===== src/rtl/bin_bcd_seq.sv =====
// bin_bcd_seq: sequential shift-add-3 binary to packed BCD converter with overflow error code
module bin_bcd_seq #(
  parameter int BIN_W   = 7,
  parameter int DIGITS  = 2,
  parameter int MAX_VAL = 99
) (
  input  logic                  clk,
  input  logic                  reset_n,
  input  logic                  start,
  input  logic [BIN_W-1:0]      dato_bin,
  output logic                  busy,
  output logic                  done,
  output logic [4*DIGITS-1:0]   dato_bcd,
  output logic                  error
);
  localparam int SW = 4*DIGITS + BIN_W;
  localparam int CW = $clog2(BIN_W + 1);
  localparam logic [BIN_W-1:0] MAXV = BIN_W'(MAX_VAL);
  localparam logic [CW-1:0] LAST = CW'(BIN_W - 1);
  typedef enum logic [1:0] {IDLE, CONV, DONE} state_t;
  state_t state, state_nx;
  logic [SW-1:0] sreg, adj, sreg_nx;
  logic [CW-1:0] cnt, cnt_nx;
  logic [4*DIGITS-1:0] bcd_nx;
  logic err_nx;
  always_comb begin
    adj = sreg;
    for (int d = 0; d < DIGITS; d++)
      adj[BIN_W+4*d +: 4] = sreg[BIN_W+4*d +: 4] >= 4'd5 ? sreg[BIN_W+4*d +: 4] + 4'd3 : sreg[BIN_W+4*d +: 4];
  end
  // DONE accepts a new start exactly like IDLE so results can stream back to back
  always_comb begin
    state_nx = IDLE;
    sreg_nx  = sreg;
    cnt_nx   = cnt;
    bcd_nx   = dato_bcd;
    err_nx   = error;
    if (state == CONV) begin
      sreg_nx  = adj << 1;
      cnt_nx   = cnt + 1'b1;
      state_nx = cnt == LAST ? DONE : CONV;
      bcd_nx   = cnt == LAST ? sreg_nx[SW-1 -: 4*DIGITS] : dato_bcd;
      err_nx   = cnt == LAST ? 1'b0 : error;
    end else if (start) begin
      state_nx = dato_bin > MAXV ? DONE : CONV;
      sreg_nx  = {{(4*DIGITS){1'b0}}, dato_bin};
      cnt_nx   = '0;
      bcd_nx   = dato_bin > MAXV ? '1 : dato_bcd;
      err_nx   = dato_bin > MAXV ? 1'b1 : error;
    end
  end
  always_ff @(posedge clk or negedge reset_n) begin
    if (!reset_n) begin
      state    <= IDLE;
      sreg     <= '0;
      cnt      <= '0;
      dato_bcd <= '0;
      error    <= 1'b0;
    end else begin
      state    <= state_nx;
      sreg     <= sreg_nx;
      cnt      <= cnt_nx;
      dato_bcd <= bcd_nx;
      error    <= err_nx;
    end
  end
  assign busy = state == CONV;
  assign done = state == DONE;
endmodule


===== config.mk =====
export PLATFORM = sky130hd
export DESIGN_NAME = bin_bcd_seq
export DESIGN_NICKNAME = d
export VERILOG_FILES = /design/src/rtl/bin_bcd_seq.sv
export SDC_FILE = /design/constraint.sdc
export NUM_CORES = 1
export LEC_CHECK = 0
export ABC_AREA = 0
export CAP_MARGIN = 15
export CORE_MARGIN = 2
export CORE_UTILIZATION = 45
export DETAILED_ROUTE_END_ITERATION = 8
export PLACE_DENSITY = 0.66
export RECOVER_POWER = 100
export SYNTH_ARGS = -nofsm -noshare
export SYNTH_HDL_FRONTEND = slang
export SYNTH_SLANG_ARGS = --single-unit

===== constraint.sdc =====
create_clock -name clk -period 1.72 [get_ports clk]
set_input_delay 0.344 -clock clk [delete_from_list [all_inputs] [get_ports clk]]
set_output_delay 0.344 -clock clk [all_outputs]
set_load 0.05 [all_outputs]

== Word-level counts from Yosys, hierarchy flattened ==
Cells that the tools add are included.
Word-level totals
  register bits after elaboration: 29
  bits in latches: 0
  RAM bits: 0
  ROM bits: 0
  output and inout port bits: 11
  logic and storage cells: 36
  memories kept: 0
Operators by class
  add/subtract/negate cells: 3
  $mul: 0
  div/mod/pow operators: 0
  $lt $le $gt $ge: 3
  equal/unequal tests: 4
  shift operators: 0
  muxes and demuxes: 18
  bitwise gates (word level): 0
  reduce and logical (&&, ||, !) cells: 3
Operators with widths (number)
  $mux W8: 4
  $mux W15: 2
  $mux W3: 3
  $ge A4 B3 Y1 const B: 2
  $mux W2: 4
  $gt A7 B7 Y1 const B: 1
  $add A4 B2 Y4 const B: 1
  $mux W1: 4
  $mux W4: 1
  $reduce_bool A2 Y1: 2
  $add A3 B1 Y3 const B: 1
  $add A3 B2 Y3 const B: 1
  $eq A3 B3 Y1 const B: 1
  $reduce_and A3 Y1: 1
  $eq A2 B1 Y1 const B: 1
  $eq A2 B2 Y1 const B: 1
  $ne A2 B1 Y1 const B: 1

== Longest topological paths before layout ==
Gate-level depths: netlist of the first run.
  depth after elaboration: 4
  mapped depth: 6
  gate-level depth less buffers: 6

== Worst setup path after synthesis of the first run ==
OpenSTA, ideal clock, no wires.
  kind: flip-flop to flip-flop
  start: register sreg[7]
  end: register sreg[9]
  arrival: 1304 ps
  required time: 1600 ps
  slack: 296 ps
  stages on the path, launching flop included: 7
  path buffers: 0
  period minus slack after synthesis: 1424 ps
  path through: dfrtp_1 -> inv_1 -> ha_1 -> nand2b_1 -> a211oi_1 -> a211oi_1 -> a31o_2
Between the ends
  longest elaborated chain between the ends: 3
  elaborated cells on any way between the ends: 4
  classes of those cells: add/sub (1); order compare (1); mux (2)
Ends and longest elaborated chain
  from (decl): RTL line 22  | logic [SW-1:0] sreg, adj, sreg_nx;
  from (signal assigned): RTL line 61  | sreg <= sreg_nx;
  $add A4 B2 Y4 / $ge A4 B3 Y1 (equally long branches): RTL line 29  | adj[BIN_W+4*d +: 4] = sreg[BIN_W+4*d +: 4] >= 4'd5 ? sreg[BIN_W+4*d +: 4] + 4'd3 : sreg[BIN_W+4*d +: 4];
  $mux W4 *: RTL line 29
  $mux W15 *: RTL line 38  | if (state == CONV) begin
Mark *: on every way between the ends. The rest lies on a longest branch, timed or not.
A chain may end at the register's enable or synchronous reset.

== Final worst setup path of the first run ==
  start: register state[1]
  end: output port busy
Between the ends
  longest elaborated chain between the ends: 1
Ends and longest elaborated chain
  from (decl): RTL line 21  | state_t state, state_nx;
  from (signal assigned): RTL line 60  | state <= state_nx;
  $eq A2 B1 Y1: RTL line 67  | assign busy = state == CONV;
  to (decl): RTL line 11  | output logic busy,
No other way between the ends.

==> results of run 1 <==
[critical path: stages (launching register included)]
cell      delay [ns]
dfrtp_1         0.40
nand2b_2        0.23
inv_6           0.15
buf_6           0.18
[cell usage in the layout (no fill, tap or decap), types with 3 or more instances in the layout]
| cell | n |
|---|---|
| dfrtp_1 | 29 |
| nor2_1 | 8 |
| ha_1 | 6 |
| a211o_1 | 3 |
| o21ai_0 | 18 |
| a21oi_2 | 5 |
| nand2_1 | 10 |
| clkbuf_1 | 4 |
| clkbuf_4 | 5 |
| clkbuf_2 | 9 |
| nor3b_1 | 3 |
| mux2i_1 | 8 |
| buf_4 | 5 |
| nand3_1 | 5 |
| a21oi_1 | 5 |
| clkdlybuf4s50_1 | 7 |
| a21o_1 | 3 |
| inv_1 | 5 |
[cells by family (layout without fill, tap and decap cells)]
kind of cell	after synthesis	count (layout)
mux	8	8
xor+xnor	2	2
fa+ha+maj	6	6
simple gates	36	36
buf+inv	13	42
flops	29	29
compound gates	46	46
[sequential cells by signal, indices dropped and copies added, names as in the netlist]
| name | count |
|---|---|
| state | 2 |
| sreg | 15 |
| dato_bcd | 8 |
| error | 1 |
| cnt | 3 |
[stage by stage]
stage / util / setup WS, ns / power [mW] / instance area [um2] / setup TNS (ns)
2_1_floorplan: - / 0.296 / 2.49 / 1530 / 0
3_3_place_gp: 0.545 / 0.0426 / 2.93 / 1790 / 0
3_5_place_dp: 0.545 / 0.0157 / 3.00 / 1790 / 0
4_1_cts: 0.571 / 0.0756 / 3.59 / 1870 / 0
5_1_grt: 0.550 / -0.00744 / 3.75 / 1810 / -0.00744
6_report: 0.550 / 0.0956 / 3.45 / 1810 / 0
[metal layers]
layer / share of wire / wire length, um / vias to the layer above / global-route usage
li1: - / - / 558 / -
met5: 0 / 0 / - / 0
met3: 0.039 / 121 / 0 / 0.0525
met2: 0.50 / 1580 / 22 / 0.306
met1: 0.46 / 1430 / 557 / 0.238
met4: 0 / 0 / 0 / 0.0583
[power by group]
part	total (mW)	switching (mW)	internal, mW
logic	1.68	1.07	0.609
clock network	0.580	0.233	0.347
registers	1.20	0.240	0.957
[cell type report]
class,instances,area share
clock buffers,7,0.0305
repair buffers,27,0.108
multi-input cells,98,0.394
flip-flops and latches,29,0.402
inverters,7,0.0173
well taps,46,0.0319
clock inverters,1,0.0166
[final timing paths]
path	to
max	busy
min	sreg[4]
max reg2reg	dato_bcd[2]
min reg2reg	sreg[4]
max in group asynchronous	state[0]
min in group asynchronous	dato_bcd[6]
[timing repair]
| action | 4_1_cts | 5_1_grt |
|---|---|---|
| setup endpoints to repair | 0 | 5 |
| hold endpoints to repair | 0 | 0 |
| resized for setup | 0 | 3 |
==> impl_metrics.py, run 1 <==
metrics = {
    "clock_network": {
        "cts_root_buf": "clkbuf_4",
        "cts_tree": "done",
        "clockBufferDepth": 2,
        "clk_latency_ns": 0.32,
        "cts.sinks": 29,
        "cts_setup_buffers": 0,
        "cts_buffers": 5,
        "clkTransAtPathRegs_ns": 0.10,
        "postCtsHoldBufs": 0,
        "cts.htree.levels": 2,
    },
    "detailed_routing": {
        "wl_per_cell_um": 14.6,
        "avgViaCountPerCell": 5.29,
        "drt_wl_total_um": 3140,
        "firstDrtPassIters": 4,
        "vias": 1137,
        "postRouteAntennaNets": 0,
        "drc": 0,
        "drt-initial-drc-count": 38,
    },
    "timing": {
        "skew_ns": 0.00795,
        "fmax_mhz": 616,
        "period_needed_ns": 1.62,
        "whs_ns": 0.483,
        "worst-slew-pin-transition_ns": 0.727,
        "setup_violations": 0,
        "slew_headroom": 0.515,
        "maxSlewViolCount": 0,
        "period_share": 0.944,
        "finalHoldViolations": 0,
    },
    "synth": {
        "synth.area.top_cells": "dfrtp_1, mux2i_1, o21ai_0",
        "synth_common_cells": "dfrtp_1, o21ai_0, nand2_1",
        "synth_cell_types": 39,
        "ys_ff_latch": 29,
        "synth_area_um2": 1530,
        "synth-simple-area-share": 0.139,
        "yosysSeqAreaShare": 0.475,
        "synth_mux_area_frac": 0.0525,
        "synthFlopType": "dfrtp_1",
        "synth_fa_ha_area_frac": 0.0492,
        "syn_nets": 156,
        "ys_warn_count": 0,
        "synth_area_leader_cell": "dfrtp_1",
        "synth_xor_area_frac": 0.0115,
        "async_flop_share": 1.00,
        "synth_compound_area_frac": 0.224,
        "synth.top_cell.area_share": 0.475,
        "synth_top_family_by_area": "compound AO/OA/AOI/OAI gates",
        "syn_area_per_cell_um2": 10.9,
        "synth_edf_count": 0,
        "syn_inst": 140,
        "synth_most_common_cell": "dfrtp_1",
    },
    "power_and_ir_drop": {
        "p_leak_nw": 0.827,
        "powerDensity_nw_per_um2": 1910,
        "peakVddDrop_v": 0.000753,
    },
    "cells_and_area": {
        "fillers": 301,
        "stdcell_count": 215,
        "diodes": 0,
        "layout.nets": 184,
        "drive_above_1_share": 0.207,
        "regArea_um2": 726,
        "syn_to_final_growth_pct": 18.4,
        "multiInputGateArea_um2": 712,
    },
    "critical_path": {
        "worstPathArrival_ns": 1.28,
        "cp_max_fo": 14,
        "crit_path_start": "state[1]",
        "worst_ep_required_time_ns": 1.38,
        "worstSetupPathType": "flip-flop to output port",
        "rrSetupSlack_ns": 0.12,
        "crit_path_end_kind": "output port",
        "r2r_start": "sreg[7]",
        "r2r_cells": 6,
        "critPathLaunchType": "flip-flop",
    },
    "floorplan": {
        "num_rows": 21,
        "start_util": 0.465,
        "die_x_um": 62.2,
        "die_y_um": 62.2,
        "core-area_um2": 3280,
        "num_io_pins": 21,
        "die_area_um2": 3870,
    },
    "global_routing": {
        "grt_pass1_wl_um": 5560,
        "overflow": 0,
        "grt.total_usage": 0.186,
        "grt_max_degree": 30,
        "grt_pass1_vias": 1140,
        "antenna_found_initial": 0,
    },
    "run": {
        "cap_violations": 0,
    },
    "placed_design": {
        "port_buffers": 20,
        "post-dp-hpwl_um": 2310,
        "dp.cells": 207,
        "gp_congestion": 0.740,
    },
    "status": {
        "outcome": "finished, final reports clean",
    },
    "worst_hold_path": {
        "hp-start": "sreg[3]",
        "min_path_type": "flip-flop to flip-flop",
        "hold_depth": 2,
    },
}
Power figures use the tool's default switching activity.
==> run 2: changes to the inputs <==
--- a/config.mk
+++ b/config.mk
@@ -10,6 +10,7 @@
 export CORE_MARGIN = 2
-export CORE_UTILIZATION = 45
+export CORE_UTILIZATION = 53
 export DETAILED_ROUTE_END_ITERATION = 8
-export PLACE_DENSITY = 0.66
+export PLACE_DENSITY = 0.76
 export RECOVER_POWER = 100
+export REMOVE_ABC_BUFFERS = 1
 export SYNTH_ARGS = -nofsm -noshare
--- a/constraint.sdc
+++ b/constraint.sdc
@@ -3,2 +3,2 @@
 set_output_delay 0.344 -clock clk [all_outputs]
-set_load 0.05 [all_outputs]
+set_load 0.1 [all_outputs]
==> run 2 against run 1 <==
Via count is 0.62% higher; sequential power hardly changed; count of clock-buffer cells in the layout stayed put; wire length stayed put; power is 12% higher; global-route usage is 3.6 points higher; register-to-register slack hardly changed; hold slack better by 0.012 ns; largest cell class is now multi-input gates.
==> impl_metrics.py, run 2 (synthesis results as in run 1) <==
metrics = {
    "status": {
        "outcome": "finished, final reports clean",
    },
    "cells_and_area": {
        "syn_to_final_growth_pct": 18.5,
        "final_common_cell": "dfrtp_1",
        "fillers": 227,
        "diodes": 0,
        "fin_util": 0.656,
        "final_area_um2": 1810,
        "drive_above_1_share": 0.228,
        "largest_registers": "sreg: 15 flops, dato_bcd: 8 flops, cnt: 3 flops",
        "regArea_um2": 726,
        "multiInputGateArea_um2": 734,
        "layout_common_cells": "dfrtp_1, o21ai_0, nand2_1, clkbuf_2",
        "layout.nets": 182,
        "regMostFlops": "sreg",
        "largest_reg_flops": 15,
        "stdcell_count": 198,
    },
    "detailed_routing": {
        "avgViaCountPerCell": 5.78,
        "drt-initial-drc-count": 36,
        "postRouteAntennaNets": 0,
        "drc": 0,
        "drt_wl_total_um": 3140,
        "firstDrtPassIters": 4,
        "vias": 1144,
        "wl_per_cell_um": 15.8,
    },
    "timing": {
        "fin_setup_tns_ns": 0,
        "maxSlewViolCount": 0,
        "final.setup.worst_slack_ns": 0.0859,
        "slew_headroom": 0.513,
        "finalHoldViolations": 0,
        "whs_ns": 0.495,
        "skew_ns": 0.00577,
        "period_needed_ns": 1.63,
        "period_share": 0.950,
        "setup_violations": 0,
        "rsz0062_at_grt": "no",
        "fmax_mhz": 612,
        "worst-slew-pin-transition_ns": 0.730,
    },
    "global_routing": {
        "grt.total_usage": 0.221,
        "grtUsageMet3": 0.0625,
        "use_met1": 0.265,
        "antenna_found_initial": 0,
        "grt_pass1_vias": 1176,
        "grt_busiest_layer": "met2",
        "overflow": 0,
        "grt_pass1_wl_um": 5480,
        "grt_max_degree": 30,
        "met2_usage": 0.381,
    },
    "power_and_ir_drop": {
        "power_mw": 3.89,
        "pwr-share-seq": 0.309,
        "peakVddDrop_v": 0.00165,
        "p_comb_frac": 0.540,
        "cell_internal_pwr_mw": 1.96,
        "clkPwrFrac": 0.151,
        "p_sw_frac": 0.496,
        "p_leak_nw": 0.825,
        "p_sw_mw": 1.93,
        "powerDensity_nw_per_um2": 2150,
    },
    "floorplan": {
        "start_util": 0.554,
        "num_rows": 19,
        "num_io_pins": 21,
        "die_y_um": 57.7,
        "die_area_um2": 3330,
        "die_x_um": 57.7,
        "core-area_um2": 2760,
    },
    "placed_design": {
        "place_area_um2": 1870,
        "dp_slack_ns": -0.00447,
        "port_buffers": 20,
        "post-dp-hpwl_um": 2240,
        "gp_congestion": 0.763,
        "dp.cells": 190,
    },
    "critical_path": {
        "worstSetupPathType": "flip-flop to output port",
        "r2r-end": "dato_bcd[2]",
        "worstPathCellList": "nand2b_2 > inv_6 > buf_12",
        "critical-path-max-stage-delay_ns": 0.41,
        "crit_slowest_cell": "dfrtp_1",
        "rrSetupSlack_ns": 0.13,
        "crit_path_end_kind": "output port",
        "critPathLaunchType": "flip-flop",
        "r2r_start": "sreg[7]",
        "worst_ep_required_time_ns": 1.38,
        "worstPathArrival_ns": 1.29,
        "cp_max_fo": 14,
        "r2r_cells": 6,
    },
    "clock_network": {
        "cts.htree.levels": 2,
        "clk_latency_ns": 0.33,
        "cts.sinks": 29,
        "cts_setup_buffers": 0,
        "cts_buffers": 5,
        "cts_tree": "done",
        "clockBufferDepth": 2,
        "clkTransAtPathRegs_ns": 0.09,
        "cts_root_buf": "clkbuf_4",
    },
    "worst_hold_path": {
        "min_path_type": "flip-flop to flip-flop",
        "hp-start": "sreg[5]",
        "hold_depth": 2,
        "hold_end": "sreg[6]",
    },
    "run": {
        "cap_violations": 0,
    },
}
==> run 2: cell count changes in the layout (fill, tap and decap cells not counted), sizes merged <==
| cell | change |
|---|---|
| buf | -1 |
| clkbuf | -1 |
==> run 2: how the worst max path moves through the flow <==
stage	from	slack, ns	depth (start not counted)	to
finish	state[1]	0.09	3	busy
global route	sreg[7]	0.02	6	dato_bcd[2]
CTS	state[1]	0.06	3	busy
detailed placement	dato_bin[4]	-0.004	5	dato_bcd[6]
global placement	dato_bin[4]	0.04	5	dato_bcd[6]
floorplan	state[1]	-0.03	5	sreg[14]
==> run 2: area by class of cell <==
cell class	instances	area share
Multi-Input combinational cell	98	0.406
Sequential cell	29	0.401
Timing Repair Buffer	25	0.107
Clock buffer	7	0.0304
Tap cell	31	0.0214
Inverter	7	0.0173
Clock inverter	1	0.0166
==> run 2: layer usage <==
layer | up-vias | share of wire | wire (um)
met4 | 0 | 0.011 | 34
li1 | 554 | - | -
met2 | 26 | 0.52 | 1630
met5 | - | 0 | 0
met1 | 560 | 0.42 | 1330
met3 | 4 | 0.046 | 144
==> run 2: what timing repair did <==
item,4_1_cts,5_1_grt
resized for setup,0,3
endpoints found under the setup margin,0,3
hold buffers,0,0
==> run 2: critical path: cells and delay by family, from the launching register on <==
kind | cells | cell delay [ns]
flops | 1 | 0.41
buf+inv | 2 | 0.33
simple gates | 1 | 0.22
==> run 2: power by group through the flow <==
stage / clock network (mW) / registers, mW / logic, mW
after detailed placement: 0 / 1.25 / 2.33
after global placement: 0 / 1.23 / 2.26
after floorplan: 0 / 1.70 / 1.06
after CTS: 0.599 / 1.24 / 2.34
final: 0.587 / 1.20 / 2.10
after global routing: 0.624 / 1.24 / 2.28
